--- config.mk ---
export PLATFORM = sky130hd
export DESIGN_NAME = bam_seq_mult_flat
export DESIGN_NICKNAME = d
export VERILOG_FILES = /design/src/rtl/bam_seq_mult_if.sv /design/src/rtl/bam_seq_mult.sv /design/src/flat_wrapper.sv
export SDC_FILE = /design/constraint.sdc
export NUM_CORES = 1
export LEC_CHECK = 0
export CELL_PAD_IN_SITES_DETAIL_PLACEMENT = 1
export CELL_PAD_IN_SITES_GLOBAL_PLACEMENT = 2
export CORE_MARGIN = 2
export CORE_UTILIZATION = 34
export DETAILED_ROUTE_END_ITERATION = 10
export PLACE_DENSITY_LB_ADDON = 0.1
export SYNTH_ARGS = -nofsm -noshare
export SYNTH_HDL_FRONTEND = slang
export SYNTH_SLANG_ARGS = --single-unit
--- constraint.sdc ---
create_clock -name clk -period 5.5 [get_ports clk]
set_clock_uncertainty 0.2 [all_clocks]
set_input_delay 0.825 -clock clk [delete_from_list [all_inputs] [get_ports clk]]
set_output_delay 0.825 -clock clk [all_outputs]
set_load 0.03 [all_outputs]
--- src/rtl/bam_seq_mult_if.sv ---
// Valid/ready stream bundle for bam_seq_mult: operand/config beat in, approximate product out.
interface bam_seq_mult_if #(
  parameter int N  = 8,
  parameter int HW = $clog2(N + 1),
  parameter int VW = $clog2(2 * N)
);
  logic           in_valid;
  logic           in_ready;
  logic [N-1:0]   a;
  logic [N-1:0]   b;
  logic [HW-1:0]  cfg_h;
  logic [VW-1:0]  cfg_v;
  logic           out_valid;
  logic           out_ready;
  logic [2*N-1:0] p;
  logic           busy;

  modport master (
    output in_valid, a, b, cfg_h, cfg_v, out_ready,
    input  in_ready, out_valid, p, busy
  );

  modport slave (
    input  in_valid, a, b, cfg_h, cfg_v, out_ready,
    output in_ready, out_valid, p, busy
  );
endinterface

--- src/rtl/bam_seq_mult.sv ---
// Sequential broken-array approximate unsigned multiplier: one partial-product row per clock,
// rows below cfg_h and columns below cfg_v are dropped; cfg_h = cfg_v = 0 is exact.
module bam_seq_mult #(
  parameter int N  = 8,
  parameter int HW = $clog2(N + 1),
  parameter int VW = $clog2(2 * N)
) (
  input logic           clk,
  input logic           rst,
  bam_seq_mult_if.slave bus
);
  localparam int            IW     = $clog2(N);
  localparam logic [HW-1:0] H_MAX  = HW'(N);
  localparam logic [HW-1:0] J_LAST = HW'(N - 1);
  localparam logic [VW-1:0] V_MAX  = VW'(2 * N - 2);

  typedef enum logic [1:0] {IDLE, RUN, DONE} state_e;

  state_e         state_q;
  logic [N-1:0]   a_q, b_q;
  logic [VW-1:0]  v_q;
  logic [HW-1:0]  j_q;
  logic [2*N-1:0] acc_q, acc_d, p_q;
  logic           in_ready_q, out_valid_q, busy_q;

  logic [HW-1:0]  h_start;
  logic [VW-1:0]  v_eff;
  logic [N-1:0]   row_keep;
  logic [2*N-1:0] row_pp;

  // Oversized breaks saturate: cfg_h beyond N drops every row, cfg_v beyond 2N-2 keeps the top bit eligible.
  always_comb begin
    h_start = (bus.cfg_h > H_MAX) ? H_MAX : bus.cfg_h;
    v_eff   = (bus.cfg_v > V_MAX) ? V_MAX : bus.cfg_v;
  end

  // NOTE: every signal written here gets a value before any conditional use, so no latch is inferred.
  always_comb begin
    row_keep = '0;
    for (int i = 0; i < N; i++) begin
      row_keep[i] = (i + int'(j_q)) >= int'(v_q);
    end
    row_pp = {{N{1'b0}}, a_q & row_keep & {N{b_q[j_q[IW-1:0]]}}} << j_q;
    acc_d  = acc_q + row_pp;
  end

  // NOTE: state is updated with non-blocking assignments only, so every read in this block sees the pre-edge value.
  always_ff @(posedge clk) begin
    if (rst) begin
      // NOTE: datapath registers are reset too, because p must read 0 straight out of reset.
      state_q     <= IDLE;
      a_q         <= '0;
      b_q         <= '0;
      v_q         <= '0;
      j_q         <= '0;
      acc_q       <= '0;
      p_q         <= '0;
      in_ready_q  <= 1'b1;
      out_valid_q <= 1'b0;
      busy_q      <= 1'b0;
    end else begin
      case (state_q)
        IDLE: begin
          if (bus.in_valid) begin
            a_q        <= bus.a;
            b_q        <= bus.b;
            v_q        <= v_eff;
            j_q        <= h_start;
            acc_q      <= '0;
            in_ready_q <= 1'b0;
            busy_q     <= 1'b1;
            if (h_start == H_MAX) begin
              state_q     <= DONE;
              p_q         <= '0;
              out_valid_q <= 1'b1;
            end else begin
              state_q <= RUN;
            end
          end
        end
        RUN: begin
          acc_q <= acc_d;
          j_q   <= j_q + 1'b1;
          if (j_q == J_LAST) begin
            state_q     <= DONE;
            p_q         <= acc_d;
            out_valid_q <= 1'b1;
          end
        end
        DONE: begin
          if (bus.out_ready) begin
            state_q     <= IDLE;
            out_valid_q <= 1'b0;
            busy_q      <= 1'b0;
            in_ready_q  <= 1'b1;
          end
        end
        default: state_q <= IDLE;
      endcase
    end
  end

  assign bus.in_ready  = in_ready_q;
  assign bus.out_valid = out_valid_q;
  assign bus.p         = p_q;
  assign bus.busy      = busy_q;
endmodule

--- src/flat_wrapper.sv ---
// flat-port wrapper written by rule: the top's interface ports become plain ports
module bam_seq_mult_flat 
#(
  parameter int N  = 8,
  parameter int HW = $clog2(N + 1),
  parameter int VW = $clog2(2 * N)
)
  (clk, rst, bus_in_valid, bus_a, bus_b, bus_cfg_h, bus_cfg_v, bus_out_ready, bus_in_ready, bus_out_valid, bus_p, bus_busy);
  bam_seq_mult_if #(.N(N), .HW(HW), .VW(VW)) bus_i ();
  input logic clk;
  input logic rst;
  input wire logic [$bits(bus_i.in_valid)-1:0] bus_in_valid;
  input wire logic [$bits(bus_i.a)-1:0] bus_a;
  input wire logic [$bits(bus_i.b)-1:0] bus_b;
  input wire logic [$bits(bus_i.cfg_h)-1:0] bus_cfg_h;
  input wire logic [$bits(bus_i.cfg_v)-1:0] bus_cfg_v;
  input wire logic [$bits(bus_i.out_ready)-1:0] bus_out_ready;
  output wire logic [$bits(bus_i.in_ready)-1:0] bus_in_ready;
  output wire logic [$bits(bus_i.out_valid)-1:0] bus_out_valid;
  output wire logic [$bits(bus_i.p)-1:0] bus_p;
  output wire logic [$bits(bus_i.busy)-1:0] bus_busy;
  assign bus_i.in_valid = bus_in_valid;
  assign bus_i.a = bus_a;
  assign bus_i.b = bus_b;
  assign bus_i.cfg_h = bus_cfg_h;
  assign bus_i.cfg_v = bus_cfg_v;
  assign bus_i.out_ready = bus_out_ready;
  assign bus_in_ready = bus_i.in_ready;
  assign bus_out_valid = bus_i.out_valid;
  assign bus_p = bus_i.p;
  assign bus_busy = bus_i.busy;
  bam_seq_mult #(.N(N), .HW(HW), .VW(VW)) u_core (.clk(clk), .rst(rst), .bus(bus_i));
endmodule
==> Word level (Yosys, flattened, before mapping) <==
Cells that the tools add are included.
{ "word_totals": {"mem_count": 0, "elab_cells": 78, "rom_bits": 0, "latch_bits": 0, "output_inout_bits": 19, "ram_bits": 0, "ff_bits": 61} }
{ "classes": {"mux": 27, "eq_ne": 8, "n_mul": 0, "n_lt_le_gt_ge": 11, "shift": 1, "n_addsub": 9, "bitwise": 2, "reduce_logical": 10, "div": 0} }
{ "ops": {"columns": ["operator", "n"], "rows": [
  ["$ge 32x5->1", 7],
  ["$mux 16", 4],
  ["$pmux 16 s2", 2],
  ["$add 3x4->5 const A", 4],
  ["$add 16x16->16", 1],
  ["$and 8x8->8", 2],
  ["$shl 8x4->16", 1],
  ["$mux 4", 3],
  ["$add 2x4->5 const A", 2],
  ["$gt 4x4->1 const B", 2],
  ["$mux 1", 8],
  ["$mux 2", 4],
  ["$pmux 4 s2", 1],
  ["$pmux 2 s3", 1],
  ["$reduce_and 3->1", 2],
  ["$add 1x4->5 const A", 1],
  ["$reduce_and 5->1", 1],
  ["$add 4x1->4 const B", 1],
  ["$eq 4x3->1 const B", 1],
  ["$eq 4x4->1 const B", 1],
  ["$ge 4x4->1", 1],
  ["$lt 3x4->1 const B", 1],
  ["$ne 2x1->1 const B", 2],
  ["$ne 2x2->1 const B", 2],
  ["other kinds (10)", 13]
]} }

==> Logic depth before layout (Yosys ltp) <==
{ "depth": {"depth_word": 8, "depth_mapped": 25, "mapped_depth_nobuf": 22} }

==> Worst setup path before layout <==
Ideal clock, no wire load.
{ "synth_timing": {"path_kind": "reg-to-reg", "startpoint": "reg u_core.j_q[1]", "endpoint": "reg u_core.acc_q[15]", "setup_slack_ns": 0.508, "setup_time_ns": 0.128, "path_stages_with_launch": 24, "arrival_time_ns": 4.664, "period_less_slack_ns": 4.992, "path_cell_list": "dfxtp_1 clkbuf_1 inv_1 buf_2 ha_1 a21oi_1 xnor2_1 ha_1 a221o_1 a2bb2oi_1 nand2_1 a21oi_1 a211oi_1 a21o_1 and2_1 ha_1 a21oi_1 nand2_1 o21ai_0 a21oi_1 a31oi_1 xnor3_1 a22oi_2 nor2_1"} }
{ "synth_via": {"elab_chain_len": 7, "word_cells_on_any_way": 22, "classes_between": "8 x add/sub; 8 x order compare; 1 x shift; 3 x mux; 2 x bitwise"} }
{ "synth_rtl": {"columns": ["item", "line", "text"], "rows": [
  ["start, declared", "bam_seq_mult.sv:22", "logic [HW-1:0] j_q;"],
  ["start signal, assigned", "bam_seq_mult.sv:68", "j_q <= h_start;"],
  ["start signal, assigned", "bam_seq_mult.sv:83", "j_q <= j_q + 1'b1;"],
  ["$add 1x4->5 (tied with other cells)", "bam_seq_mult.sv:41", "row_keep[i] = (i + int'(j_q)) >= int'(v_q);"],
  ["$ge 32x5->1", "bam_seq_mult.sv:41", null],
  ["$and 8x8->8 (2 in a row)", "bam_seq_mult.sv:43", "row_pp = {{N{1'b0}}, a_q & row_keep & {N{b_q[j_q[IW-1:0]]}}} << j_q;"],
  ["$shl 8x4->16 (*)", "bam_seq_mult.sv:43", null],
  ["$add 16x16->16 (*)", "bam_seq_mult.sv:44", "acc_d = acc_q + row_pp;"],
  ["$pmux 16 s2 (*)", "bam_seq_mult.sv:62", "case (state_q)"],
  ["end signal, assigned", "bam_seq_mult.sv:56", "acc_q <= '0;"],
  ["end signal, assigned", "bam_seq_mult.sv:69", "acc_q <= '0;"],
  ["end signal, assigned", "bam_seq_mult.sv:82", "acc_q <= acc_d;"],
  ["end, declared", "bam_seq_mult.sv:23", "logic [2*N-1:0] acc_q, acc_d, p_q;"]
]} }
Every way passes the cells marked *; elsewhere a longest branch is shown, timed or not. The select of a mux whose other input is x is not followed.
A chain may end at the register's enable or synchronous reset.

==> Final worst setup path <==
{ "layout_timing": {"startpoint": "reg u_core.j_q[0]", "endpoint": "reg u_core.acc_q[15]"} }
The elaborated chain is that of the path after synthesis.

==> key figures <==
Pwr
  • Switch Pwr: roughly 0.45 mW
  • Comb power frac: 0.250
  • LEAKAGE: between 2 and 2.5 nW
  • Sw frac: 0.312
  • Internal power: 0.998 mW
  • Power density cells: 270 nW/um^2
  • Peak VDD IR: between 0.0002 and 0.00025 V
  • Part of the power in registers: 0.330
  • Clock share of power: 0.420

Detailed routing
  • DRT Pass-1 Iters: 4
  • Wire length per cell: around 17 um
  • Routed via count: 4221
  • DRC: 0
  • Post-route antenna net violation count: 0
  • Total routed wirelength: 13.3 mm
  • Initial DRC count: roughly 130
  • Avg Vias per Cell: 5.35

Global route
  • First-pass GRT wire length: 22.7 mm
  • All-Layer GR Usage: 0.203
  • GR Overflow Total: 0
  • Initial antenna violation count: 0
  • Largest net degree at the start of global routing: 37
  • Number of global-route vias before repair: roughly 4400

Setup path
  • CP required: about 5.5 ns
  • CP startpoint kind: flop
  • Worst EP arrival: ~5.1 ns
  • Crit path capture type: flop
  • Crit-path max FO: 11
  • Critical path class: reg2reg

Finish
  • Share of cells above drive strength 1: 0.0713
  • Area growth syn-to-layout: 22.2%
  • Fin nets: 690
  • Antenna Cells: 0
  • Filler cells: around 1600
  • Final non-filler cell total: roughly 790
  • Commonest non-fill, non-tap cell in the layout: nand2_1
  • Most frequent cells in the layout: nand2_1, a21oi_1, dfxtp_1
  • Final core area utilization: 0.426

Floorplan
  • Initial core utilization: 0.348
  • DIE AREA: approximately 14000 sq um
  • Rows: 41
  • Die Y: between 100 and 150 um
  • Die X: roughly 120 um
  • Io pins: between 40 and 50
  • Placeable Area: between 10000 and 15000 sq um

STA
  • Tmin final: 5.09 ns
  • Final Max Tran Viols: 0
  • Setup Viol. Count Final: 0
  • Fmax: 0.196 GHz
  • Setup TNS: 0 ns
  • Period utilization: 0.926
  • Slew @ Worst Pin: roughly 0.76 ns
  • Final Hold Fails: 0
  • RSZ-0062 raised after global routing: no
  • Max-slew headroom: 0.491

Logic synthesis
  • EDFF count, synth: 0
  • Synth async-reset ratio: 0
  • Synth warnings: 0
  • Post-synthesis cell count: ~570
  • Main synth FF type: dfxtp_1
  • Syn Area/Cell: 7.69 sq um
  • Mapped Nets: ~650
  • Mapped Area: roughly 4400 sq um
  • Register area share after synthesis: 0.278
  • Synth Register Bits: just over 60
  • Synth unique cells: 63

Clocking
  • Root Buffer: clkbuf_16
  • CTS H-tree lvls: 3
  • CTS tree: built
  • Worst skew pair latency: between 0.3 and 0.4 ns
  • Hold Buf Count CTS: 0
  • Clock buffer depth: 2
  • Reg clk slew, reported paths: 0.06 ns
  • Num CTS Buffers: 9
  • Clk sinks: 61

Outcome
  • Status: complete, no violations

Placed design
  • Dpl cells: 773
  • Gpl congestion: 0.933
  • Port bufs: between 40 and 50
  • Dpl hpwl: around 10 mm

Job
  • Max-cap violation count: 0

Min path
  • Hold crit path type: reg2reg
## logic make-up after synthesis
kind of cell	Yosys count	share of synthesized area
XOR/XNOR	15	0.0330
AND/OR/NAND/NOR	221	0.232
flip-flops	61	0.278
multiplexers	11	0.0310
adder cells (fa/ha/maj)	50	0.146
AO/OA/AOI/OAI	155	0.226
buffers and inverters	58	0.0547
## power by group through the flow
stage	registers (mW)	logic, mW	clock network [mW]
global placement	0.487	0.352	0
finish	0.479	0.363	0.610
floorplan	0.488	0.245	0
global route	0.481	0.409	0.645
detailed placement	0.488	0.361	0
CTS	0.478	0.365	0.624
## sequential cells by signal, summed over array words and instances (netlist names)
name and cells:
u_core.a_q 8, u_core.acc_q 16, u_core.state_q 2, u_core.j_q 4
u_core.bus.p 16, u_core.bus.in_ready 1, u_core.bus.busy 1, u_core.bus.out_valid 1
u_core.b_q 8, u_core.v_q 4
## Yosys cell counts (4+ instances only)
cell,count,share of area
nand2_1,85,0.073
nand3_1,24,0.027
or3_1,7,0.010
nor2_1,54,0.046
mux2i_1,8,0.018
nor3_1,8,0.0091
a21oi_1,66,0.075
o21ai_0,23,0.026
a21boi_0,4,0.0068
inv_1,21,0.018
nand3b_1,7,0.012
buf_1,5,0.0043
nor4_1,5,0.0071
clkbuf_1,25,0.021
a21o_1,7,0.012
and3_1,4,0.0057
a211oi_1,5,0.0085
nand2b_1,5,0.0071
xnor2_1,11,0.022
a31oi_1,4,0.0057
nor3b_1,5,0.0085
dfxtp_1,61,0.28
nor2b_1,6,0.0085
a22oi_1,9,0.015
ha_1,48,0.14
## repair_timing
item | CTS | global route
hold endpoints to repair | 0 | 0
buffers inserted | 0 | 0
gates resized for setup | 0 | 4
endpoints found under the setup margin | 0 | 7
## per-layer routing
layer	vias to the layer above	wire length, um	track usage
met3	16	377	0.0392
met1	2033	6850	0.286
met5	-	0	0
met4	0	201	0.0685
met2	59	5840	0.310
li1	2113	-	-
## stage by stage
| step | total power [mW] | cell area, sq um | hold slack [ns] | worst slack [ns] |
|---|---|---|---|---|
| 2_1_floorplan | 0.733 | 4390 | 0.236 | 0.508 |
| 3_3_place_gp | 0.839 | 5060 | 0.243 | 0.486 |
| 3_5_place_dp | 0.849 | 5060 | 0.249 | 0.335 |
| 4_1_cts | 1.47 | 5360 | 0.256 | 0.299 |
| 5_1_grt | 1.54 | 5370 | 0.272 | 0.0419 |
| 6_report | 1.45 | 5370 | 0.254 | 0.410 |
## critical path, stage by stage (launching register included)
cell and delay (ns):
dfxtp_1 0.33, clkinv_1 0.31, ha_1 0.43, ha_1 0.27, a21boi_0 0.28, o2111ai_1 0.15
and3_1 0.21, mux4_2 0.56, or3_1 0.33, a21oi_1 0.21, ha_1 0.31, nand2_1 0.10
nor2_1 0.06, o41ai_1 0.38, a21oi_1 0.12, a31oi_1 0.23, xnor3_1 0.28, a22oi_2 0.13
nor2_1 0.05
## cell type report
cell class,instances,area (sq um),area share
multi-input cells,452,2940,0.548
well taps,172,215,0.0401
clock inverters,5,75.1,0.0140
flip-flops and latches,61,1220,0.227
clock buffers,11,233,0.0433
repair buffers,64,591,0.110
inverters,24,95.1,0.0177
## worst paths after layout
path | startpoint | end | slack [ns] | depth (start not counted)
max | u_core.j_q[0] | u_core.acc_q[15] | 0.41 | 18
min reg2reg | u_core.bus.p[11] | u_core.bus.p[11] | 0.25 | 2
max reg2reg | u_core.j_q[0] | u_core.acc_q[15] | 0.41 | 18
min | u_core.bus.p[11] | u_core.bus.p[11] | 0.25 | 2
Note: power is estimated with default switching activity, not from simulation.
